$ cat src/rtl/alu_pkg.sv
// Shared definitions for the ALU and its sharing controller.
//
// Contents:
//   ALU_W          operand/result width of the ALU datapath (16)
//   ALU_* codes    legal 4-bit op codes understood by the ALU
//   share_state_t  controller state encoding {IDLE, EXEC, RESP}
//   is_legal_op    returns 1 when an op code is one of the legal codes
package alu_pkg;

    localparam int ALU_W = 16;

    localparam logic [3:0] ALU_AND = 4'b0000;
    localparam logic [3:0] ALU_OR  = 4'b0001;
    localparam logic [3:0] ALU_ADD = 4'b0010;
    localparam logic [3:0] ALU_SUB = 4'b0110;
    localparam logic [3:0] ALU_SLT = 4'b0111;
    localparam logic [3:0] ALU_NOR = 4'b1100;

    typedef enum logic [1:0] {
        IDLE = 2'd0,
        EXEC = 2'd1,
        RESP = 2'd2
    } share_state_t;

    function automatic logic is_legal_op(input logic [3:0] op);
        case (op)
            ALU_AND, ALU_OR, ALU_ADD, ALU_SUB, ALU_SLT, ALU_NOR: return 1'b1;
            default:                                            return 1'b0;
        endcase
    endfunction

endpackage

$ cat src/rtl/ALU.sv
// Single-cycle combinational 16-bit ALU.
//
// Ports:
//   i_op      4-bit op code (see alu_pkg)
//   i_a, i_b  operands
//   o_result  result, modulo 2^16; codes outside the legal set give 0
//   o_zero    1 when o_result is zero
module ALU
    import alu_pkg::*;
(
    input  logic [3:0]       i_op,
    input  logic [ALU_W-1:0] i_a,
    input  logic [ALU_W-1:0] i_b,
    output logic [ALU_W-1:0] o_result,
    output logic             o_zero
);

    always_comb begin
        o_result = '0;
        case (i_op)
            ALU_AND: o_result = i_a & i_b;
            ALU_OR:  o_result = i_a | i_b;
            ALU_ADD: o_result = i_a + i_b;
            ALU_SUB: o_result = i_a - i_b;
            ALU_SLT: o_result = ($signed(i_a) < $signed(i_b)) ? ALU_W'(1) : '0;
            ALU_NOR: o_result = ~(i_a | i_b);
            default: o_result = '0;
        endcase
    end

    assign o_zero = (o_result == '0);

endmodule

$ cat src/rtl/rr_grant2.sv
// Two-way round-robin grant.
//
// Ports:
//   i_valid       request valids, bit k = requester k
//   i_last_grant  requester that won the previous accepted request
//   o_grant       winning requester index (meaningful only when o_any)
//   o_any         at least one requester is valid
module rr_grant2 (
    input  logic [1:0] i_valid,
    input  logic       i_last_grant,
    output logic       o_grant,
    output logic       o_any
);

    assign o_any = |i_valid;

    // On a tie the requester that did not win last time gets the slot;
    // otherwise the single valid requester wins (bit 1 set means it is 1).
    assign o_grant = (&i_valid) ? ~i_last_grant : i_valid[1];

endmodule

$ cat src/rtl/alu_share_ctrl.sv
// Shares one 16-bit ALU between two requesters (issue stage = 0,
// address-compute stage = 1). One operation in flight at a time:
// IDLE accepts, EXEC evaluates the registered op, RESP holds the result.
//
// Handshakes: a transfer happens on a rising edge where valid && ready.
// req_ready_k may depend on req_valid_*; requesters hold op/operands
// stable while valid and not ready. rsp_* are stable while
// rsp_valid && !rsp_ready.
//
// Ports:
//   clk, rst_n                    clock, synchronous active-low reset
//   req_valid_k / req_ready_k     request handshake, k = 0,1
//   req_op_k, req_a_k, req_b_k    op code and operands
//   rsp_valid / rsp_ready         response handshake
//   rsp_id                        requester that issued the operation
//   rsp_result, rsp_zero          captured ALU result and zero flag
//   rsp_err                       illegal op (only with ALU_SHARE_ERR_EN)
//
// Build option: define ALU_SHARE_ERR_EN to flag illegal op codes; the
// response then carries rsp_err=1, result 0 and zero 1 for such ops.
module alu_share_ctrl
    import alu_pkg::*;
(
    input  logic          clk,
    input  logic          rst_n,
    input  logic          req_valid_0,
    output logic          req_ready_0,
    input  logic [3:0]    req_op_0,
    input  logic [15:0]   req_a_0,
    input  logic [15:0]   req_b_0,
    input  logic          req_valid_1,
    output logic          req_ready_1,
    input  logic [3:0]    req_op_1,
    input  logic [15:0]   req_a_1,
    input  logic [15:0]   req_b_1,
    output logic          rsp_valid,
    input  logic          rsp_ready,
    output logic          rsp_id,
    output logic [15:0]   rsp_result,
    output logic          rsp_zero
`ifdef ALU_SHARE_ERR_EN
    ,
    output logic          rsp_err
`endif
);

    localparam int W = ALU_W;

    localparam logic [1:0] S_IDLE = IDLE;
    localparam logic [1:0] S_EXEC = EXEC;
    localparam logic [1:0] S_RESP = RESP;

    logic [1:0]   r_state;
    logic         r_last_grant;
    logic [3:0]   r_op;
    logic [W-1:0] r_a;
    logic [W-1:0] r_b;
    logic         r_id;
    logic [W-1:0] r_result;
    logic         r_zero;
`ifdef ALU_SHARE_ERR_EN
    logic         r_err;
`endif

    logic         w_grant;
    logic         w_any;
    logic         w_offer;
    logic         w_accept;
    logic [3:0]   w_op;
    logic [W-1:0] w_a;
    logic [W-1:0] w_b;
    logic [W-1:0] w_alu_result;
    logic         w_alu_zero;

    rr_grant2 u_grant (
        .i_valid      ({req_valid_1, req_valid_0}),
        .i_last_grant (r_last_grant),
        .o_grant      (w_grant),
        .o_any        (w_any)
    );

    // Ready is offered only to the arbitration winner, never while reset
    // is asserted, so both readys can never be high together.
    assign w_offer     = rst_n && (r_state == S_IDLE) && w_any;
    assign req_ready_0 = w_offer && !w_grant;
    assign req_ready_1 = w_offer &&  w_grant;
    assign w_accept    = (req_ready_0 && req_valid_0) || (req_ready_1 && req_valid_1);

    assign w_op = w_grant ? req_op_1 : req_op_0;
    assign w_a  = w_grant ? req_a_1  : req_a_0;
    assign w_b  = w_grant ? req_b_1  : req_b_0;

    ALU u_alu (
        .i_op     (r_op),
        .i_a      (r_a),
        .i_b      (r_b),
        .o_result (w_alu_result),
        .o_zero   (w_alu_zero)
    );

    always_ff @(posedge clk) begin
        if (!rst_n) begin
            r_state      <= S_IDLE;
            r_last_grant <= 1'b1;
            r_op         <= '0;
            r_a          <= '0;
            r_b          <= '0;
            r_id         <= 1'b0;
            r_result     <= '0;
            r_zero       <= 1'b0;
`ifdef ALU_SHARE_ERR_EN
            r_err        <= 1'b0;
`endif
        end else begin
            case (r_state)
                S_IDLE: begin
                    if (w_accept) begin
                        r_op         <= w_op;
                        r_a          <= w_a;
                        r_b          <= w_b;
                        r_id         <= w_grant;
                        r_last_grant <= w_grant;
                        r_state      <= S_EXEC;
                    end
                end
                S_EXEC: begin
`ifdef ALU_SHARE_ERR_EN
                    if (!is_legal_op(r_op)) begin
                        r_result <= '0;
                        r_zero   <= 1'b1;
                        r_err    <= 1'b1;
                    end else begin
                        r_result <= w_alu_result;
                        r_zero   <= w_alu_zero;
                        r_err    <= 1'b0;
                    end
`else
                    r_result <= w_alu_result;
                    r_zero   <= w_alu_zero;
`endif
                    r_state <= S_RESP;
                end
                S_RESP: begin
                    // rsp_valid is high throughout RESP.
                    if (rsp_ready) begin
                        r_state <= S_IDLE;
                    end
                end
                default: r_state <= S_IDLE;
            endcase
        end
    end

    assign rsp_valid  = (r_state == S_RESP);
    assign rsp_id     = r_id;
    assign rsp_result = r_result;
    assign rsp_zero   = r_zero;
`ifdef ALU_SHARE_ERR_EN
    assign rsp_err    = r_err;
`endif

endmodule

$ cat config.mk
export PLATFORM = sky130hd
export DESIGN_NAME = alu_share_ctrl
export DESIGN_NICKNAME = d
export VERILOG_FILES = /design/src/rtl/alu_pkg.sv /design/src/rtl/ALU.sv /design/src/rtl/rr_grant2.sv /design/src/rtl/alu_share_ctrl.sv
export SDC_FILE = /design/constraint.sdc
export NUM_CORES = 1
export LEC_CHECK = 0
export ABC_AREA = 1
export BUFFER_PORTS_ARGS = -buffer_cell sky130_fd_sc_hd__buf_4
export CORE_ASPECT_RATIO = 1.25
export CORE_UTILIZATION = 47
export CTS_CLUSTER_DIAMETER = 40
export DETAILED_ROUTE_END_ITERATION = 8
export PLACE_DENSITY_LB_ADDON = 0.08
export SLEW_MARGIN = 20
export SYNTH_ARGS = -nofsm -noshare
export SYNTH_HDL_FRONTEND = slang
export SYNTH_SLANG_ARGS = --single-unit
$ cat constraint.sdc
create_clock -name clk -period 4.7 [get_ports clk]
set_input_delay 0.235 -clock clk [delete_from_list [all_inputs] [get_ports clk]]
set_output_delay 0.235 -clock clk [all_outputs]
set_load 0.02 [all_outputs]
### Word level (Yosys, flattened, before mapping)

Cells that the tools add are included.
Widths: inputs -> output; s select.

| operators by class | value |
|---|---|
| bitwise operators | 4 |
| equal/unequal tests | 9 |
| $lt $le $gt $ge | 1 |
| reduce and logical (&&, ||, !) cells | 15 |
| mux-type cells | 9 |
| multiply operators | 0 |
| shifts and indexed selects | 0 |
| $add $sub $neg | 2 |
| div/mod/pow operators | 0 |

Operator list:

| operator | count |
|---|---|
| $pmux 16 s6 | 1 |
| $mux 16 | 2 |
| $add 16x16->16 | 1 |
| $and 16x16->16 | 1 |
| $logic_not 16->1 | 1 |
| $lt 16x16->1 | 1 |
| $not 16->16 | 1 |
| $or 16x16->16 | 1 |
| $sub 16x16->16 | 1 |
| $eq 4x3->1 const B | 2 |
| $logic_and 1x1->1 | 6 |
| $pmux 2 s3 | 1 |
| $reduce_and 2->1 | 3 |
| $eq 4x1->1 const B | 1 |
| $eq 4x2->1 const B | 1 |
| $eq 4x4->1 const B | 1 |
| $logic_not 4->1 | 1 |
| $mux 2 | 2 |
| $mux 4 | 1 |
| $eq 2x1->1 const B | 1 |
| $eq 2x2->1 const B | 1 |
| $logic_not 2->1 | 1 |
| $mux 1 | 2 |
| $ne 2x1->1 const B | 1 |
| 5 further kinds | 5 |

| storage, ports and cells | value |
|---|---|
| RAM bits | 0 |
| bits in read-only memories | 0 |
| bits in registers | 57 |
| latch bits | 0 |
| output and inout port bits | 21 |
| memories kept | 0 |
| input bits | 77 |
| word-level logic and storage cells | 48 |

### Depth between registers and ports, before layout

| depth | value |
|---|---|
| depth in word-level cells | 8 |
| mapped depth | 19 |
| mapped depth without buffers | 18 |

### Cells and area by module

Synthesis repeated with hierarchy kept, for this count alone.

| unflattened totals | value |
|---|---|
| cell total of the unflattened synthesis | 1030 |
| area total of the unflattened synthesis | 5806.8 µm² |

By module, submodules not included:

| module | area each (µm²) | instances | seq. area each (µm²) | cells each |
|---|---|---|---|---|
| ALU | 2977.9 | 1 | 0.0 | 577 |
| alu_share_ctrl | 2813.9 | 1 | 1141.1 | 450 |
| rr_grant2 | 15.0 | 1 | 0.0 | 3 |

### Worst setup path after synthesis

OpenSTA, ideal clock, no wires.

| path | value |
|---|---|
| path kind | flip-flop to flip-flop |
| from | register r_b[0] |
| to | register r_zero, in the netlist rsp_zero |
| path slack | 2.604 ns |
| data required time | 4.633 ns |
| buffers on the path | 0 |
| data arrival time | 2.029 ns |
| cell stages (with the launch flop) | 19 |
| period minus slack after synthesis | 2.096 ns |
| library setup time | 0.067 ns |
| path through | dfxtp_1 > ha_1 > inv_1 > fa_1 > inv_1 > nand2_1 > nand2_2 > nand3_1 > nand2_1 > nand2_1 > nand2_1 > nand2_1 > nand3_1 > nand2_1 > nor2_2 > nand2_1 > nor2_1 > nand3_1 > a21oi_2 |

| between the ends | value |
|---|---|
| longest elaborated chain between the ends | 4 |
| elaborated cells between the ends (all ways) | 9 |
| those cells by class | 2 x add/sub; 1 x order compare; 2 x mux; 3 x bitwise; 1 x reduce/logical |

Ends and longest elaborated chain:

| item | RTL line | RTL |
|---|---|---|
| from (decl) | alu_share_ctrl.sv:57 | `logic [W-1:0] r_b;` |
| from (signal assigned) | alu_share_ctrl.sv:120 | `r_b <= w_b;` |
| $lt 16x16->1 or $or 16x16->16 (tied branches) | ALU.sv:25, ALU.sv:22, ALU.sv:26 |  |
| $mux 1 or $not 16->16 (tied branches) | ALU.sv:25, ALU.sv:26 |  |
| $pmux 16 s6 (*) | ALU.sv:20 | `case (i_op)` |
| $logic_not 16->1 (*) | ALU.sv:31 | `assign o_zero = (o_result == '0);` |
| to (signal assigned) | alu_share_ctrl.sv:139 | `r_zero <= w_alu_zero;` |
| to (decl) | alu_share_ctrl.sv:60 | `logic r_zero;` |

Every way passes the cells marked *; elsewhere a longest branch is shown, timed or not.
A chain may end at the register's enable or synchronous reset.

### Worst setup path in the final report

| path | value |
|---|---|
| from | input rst_n |
| to | output req_ready_0 |

| between the ends | value |
|---|---|
| longest elaborated chain between the ends | 3 |

Ends and longest elaborated chain:

| item | RTL line | RTL |
|---|---|---|
| from (decl) | alu_share_ctrl.sv:25 | `input logic rst_n,` |
| $logic_and 1x1->1 (2 in a row) | alu_share_ctrl.sv:84 | `assign w_offer = rst_n && (r_state == S_IDLE) && w_any;` |
| $logic_and 1x1->1 | alu_share_ctrl.sv:85 | `assign req_ready_0 = w_offer && !w_grant;` |
| to (decl) | alu_share_ctrl.sv:27 | `output logic req_ready_0,` |

No other way between the ends.

==> results summary <==
The flow ran to the end, and the final reports show no timing, DRC or antenna violations. The ratio of routed vias to standard cells came out at 5.14. At the pin with the least slew margin, the transition time is 820 ps. Setup slack on the worst reg-to-reg path comes out at around 2100 ps.

Hold repair after CTS inserted 0 buffers. The total power is 0.00182 W. The netlist area before placement came out at 0.00529 mm². The largest net degree at the start of global routing is 45. The worst vdd rail ir drop came out at 0.237 mV.

Counting instances, the worst hold path has a depth of 4. The count of different cell masters after synthesis came out at 37. STA classifies the critical path endpoint as a primary output.

The antenna cell count is 0. The final clock period utilization by the worst path is 58.6%. Across all setup checks in the final design, the least slack found is 1940 ps. The depth of the worst register-to-register path is 18. TritonCTS built the clock tree. Setup repair after global routing left no endpoint under its margin. Summing all multi-input logic gate instances after layout gives 0.00342 mm². Based on the critical path, the design can be clocked at up to roughly 0.36 GHz. Counting flops and latches in the post-synthesis netlist gives 57. Walking the worst path, the cells encountered are buf_4 > inv_2 > nor4_4 > inv_2 > a21oi_2 > buf_4 > buf_4. Counting I/O delays and the setup requirement, the final critical path takes 2760 ps. The critical path depth in cells came out at 7. The data required time of the worst path came out at 4470 ps.

The die footprint came out at 0.0117 mm². The number of pins exceeding their max-slew limit in the final report is 0. Following the worst setup path forward leads to its endpoint at req_ready_0. The final route contains 5649 vias.

For this run, the total global-route usage over all layers was measured as roughly 28%. The TritonCTS buffer count came out at 9. The synthesized design contains 0 enable-type register cells. The proportion of layout cells with a drive suffix above 1 came out at 15.8%. The worst register-to-register path ends at rsp_zero. The worst hold path belongs to the class input pin to register. The post-layout net count came out at 1094. The category of the most critical setup path is input pin to primary output. The number of endpoints with negative hold slack in the final report is 0. In this run the worst path has a maximum fanout of 44.

The worst-case headroom to the max-slew limit came out at 45.3%. The proportion of register bits with asynchronous set or reset after synthesis is 0%. The half-perimeter wire length after placement came out at 12700 µm. The aggregate negative setup slack is 0 ps.

The number of warnings printed during yosys synthesis is 0. The insertion delay to the later sink of the worst-skew pair came out at ~320 ps. The root buffer cell chosen for the clock tree is clkbuf_16.

STA classifies the critical path startpoint as an input pin. The arrival time at the worst endpoint came out at 2520 ps. The number of buffer and inverter instances along the worst setup path came out at 5. The final cell count without fillers came out at 1100. The final global-route overflow total came out at 0. On the critical path the largest part of the delay comes from buffers and inverters. The worst register-to-register path begins at r_b[0]. The count of instances resized after the clock tree is built came out at 0.

The H-tree level count came out at 3. Once placement completed, the tool counted placed cells totaling 1084. In this run, the number of DRC markers left after iteration 0 of detailed routing was 291.

In the synthesized netlist the dominant register cell turns out to be dfxtp_1. The count of nets left with antenna violations once routing finished came out at 0. In the final routed layout, each cell accounts on average for 14.5 µm. The power per cell area came out at 288 mW/mm². The number of antenna violations at the first check in global routing is 0. The mean post-synth cell area is 5.99 µm². The count of filler cells inserted in the layout is 1122. The quantity of I/O buffers inserted on ports is a little under 100.

For this run, the register share of the synthesized area comes to between 20% and 30%. The first-pass iteration count of the detailed router is 5. Tracing the worst setup path back leads to its startpoint at rst_n. The wire length of the first global-routing pass came out at 25800 µm. The post-CTS repair timing setup buffer count came out at 0.

The number of standard-cell rows in the floorplan is between 40 and 50. The area added between synthesis and finish is 19.1%. The remaining design rule violation count is 0. The number of global-route vias before repair was 5274. At the end of routability-driven placement, the weighted congestion stood at 0.942.

The worst clock skew is 4.11 ps. The core area came out at roughly 0.011 mm². The height of the die came out at ~120 µm. The wire length after detailed routing is ~16000 µm. The clock drives 57 sinks. The delay of the slowest cell on the worst path came out at 480 ps. Max-cap violations in this run came to 0. The cell that appears most often on the critical path is buf_4. Synthesis produced about 880 cells. The x dimension of the die came out at 96.9 µm. The static leakage power is 3.26 nW.

The number of placed I/O pins is 98. The initial cell density of the core came out at 49.1%. The deepest clock path buffer count came out at 2. The final-report setup violation count is 0. The worst setup slack before clock tree synthesis is 1890 ps.

The clock-pin transition on the worst setup and hold timing paths is 50 ps. When the netlist entered floorplanning its net count stood at roughly 1000. The area used by sequential logic in the layout is 0.00114 mm². The library cell contributing the largest single delay on the critical path is a21oi_2.
==> where the power goes <==
| group | switching [W] | internal, W | leakage (nW) |
|---|---|---|---|
| clock | 0.000211 | 0.000382 | 0.139 |
| combinational | 0.000419 | 0.000237 | 2.65 |
| sequential | 0.0000420 | 0.000525 | 0.467 |
==> area by class of cell <==
type	instances	area share, %
Multi-Input combinational cell	651	54.4
Sequential cell	57	18.1
Timing Repair Buffer	100	11.9
Inverter	144	8.62
Clock buffer	13	4.13
Tap cell	132	2.62
Clock inverter	3	0.238
==> flip-flops by register name, summed over array words and instances (netlist names) <==
register / cells
r_a: 16
r_b: 16
r_last_grant: 1
r_op: 4
r_state: 2
rsp_id: 1
rsp_result: 16
rsp_zero: 1
==> cell usage after synthesis (2+ instances only) <==
| library cell | count | share of area, % |
|---|---|---|
| ha_1 | 52 | 12 |
| a221oi_1 | 5 | 0.83 |
| nand3_1 | 65 | 6.2 |
| o21ai_0 | 16 | 1.5 |
| buf_6 | 6 | 1.3 |
| fa_1 | 2 | 0.76 |
| nor2_1 | 92 | 6.5 |
| nand2_1 | 300 | 21 |
| nor2_2 | 10 | 1.2 |
| dfxtp_1 | 57 | 22 |
| a21oi_2 | 3 | 0.50 |
| o21bai_1 | 2 | 0.28 |
| nand2_4 | 2 | 0.43 |
| inv_1 | 135 | 9.6 |
| a221oi_2 | 3 | 0.85 |
| nand3b_1 | 3 | 0.43 |
| nand2_2 | 7 | 0.83 |
| clkbuf_1 | 10 | 0.71 |
| buf_2 | 8 | 0.76 |
| nand4_1 | 8 | 0.95 |
| inv_2 | 7 | 0.50 |
| o21ai_1 | 2 | 0.19 |
| a21oi_1 | 26 | 2.5 |
| buf_4 | 5 | 0.71 |
| o211ai_1 | 5 | 0.71 |
| a211oi_2 | 2 | 0.47 |
| and2_1 | 3 | 0.35 |
| a31oi_1 | 37 | 4.4 |
==> how the worst min path moves through the flow <==
stage / end / slack (ps) / from
after detailed placement: r_last_grant / 450 / r_last_grant
after global placement: r_last_grant / 440 / r_last_grant
after floorplan: rsp_result[1] / 370 / rst_n
final: r_state[1] / 160 / rsp_ready
after CTS: r_state[1] / 150 / rsp_ready
after global routing: r_b[0] / 180 / req_b_0[0]
==> stage by stage <==
| stage | utilization, % | hold slack (ps) | instance area (µm²) |
|---|---|---|---|
| finish | 58.5 | 163 | 6300 |
| detailed placement | 55.9 | 446 | 6020 |
| CTS | 58.5 | 151 | 6300 |
| global route | 58.5 | 175 | 6300 |
| floorplan | - | 373 | 5290 |
| global placement | 55.8 | 443 | 6020 |
==> worst min-delay path, cell delays in order <==
cell	delay [ps]
buf_4	70
inv_1	30
nand2_1	50
a21oi_1	50
==> per-layer routing <==
layer  vias up  share of wire, %  GRT usage [%]
met1      2539                47           37.1
met3        25               5.6           3.76
met2       155                46           47.0
li1       2930                 -              -
met5         -                 0              0
met4         0               1.7           7.56
==> cell families after synthesis <==
family                     synth area share (%)
adders and majority gates                  13.1
buffers and inverters                      13.8
DFF                                        21.6
AOI/OAI and AO/OA                          12.7
and+or+nand+nor                            38.9
==> layout by cell type, fill, tap and decap left out, drive strengths merged, types with 3 or more instances in the layout <==
master,n
and2,3
nand4,8
a21oi,29
inv,143
nand2,309
a221oi,8
nor2,103
ha,52
a211oi,3
a31oi,37
buf,100
o21ai,18
nand3b,3
clkbuf,13
nand3,65
dfxtp,57
clkinv,4
o211ai,5
Note: power is estimated with default switching activity, not from simulation.
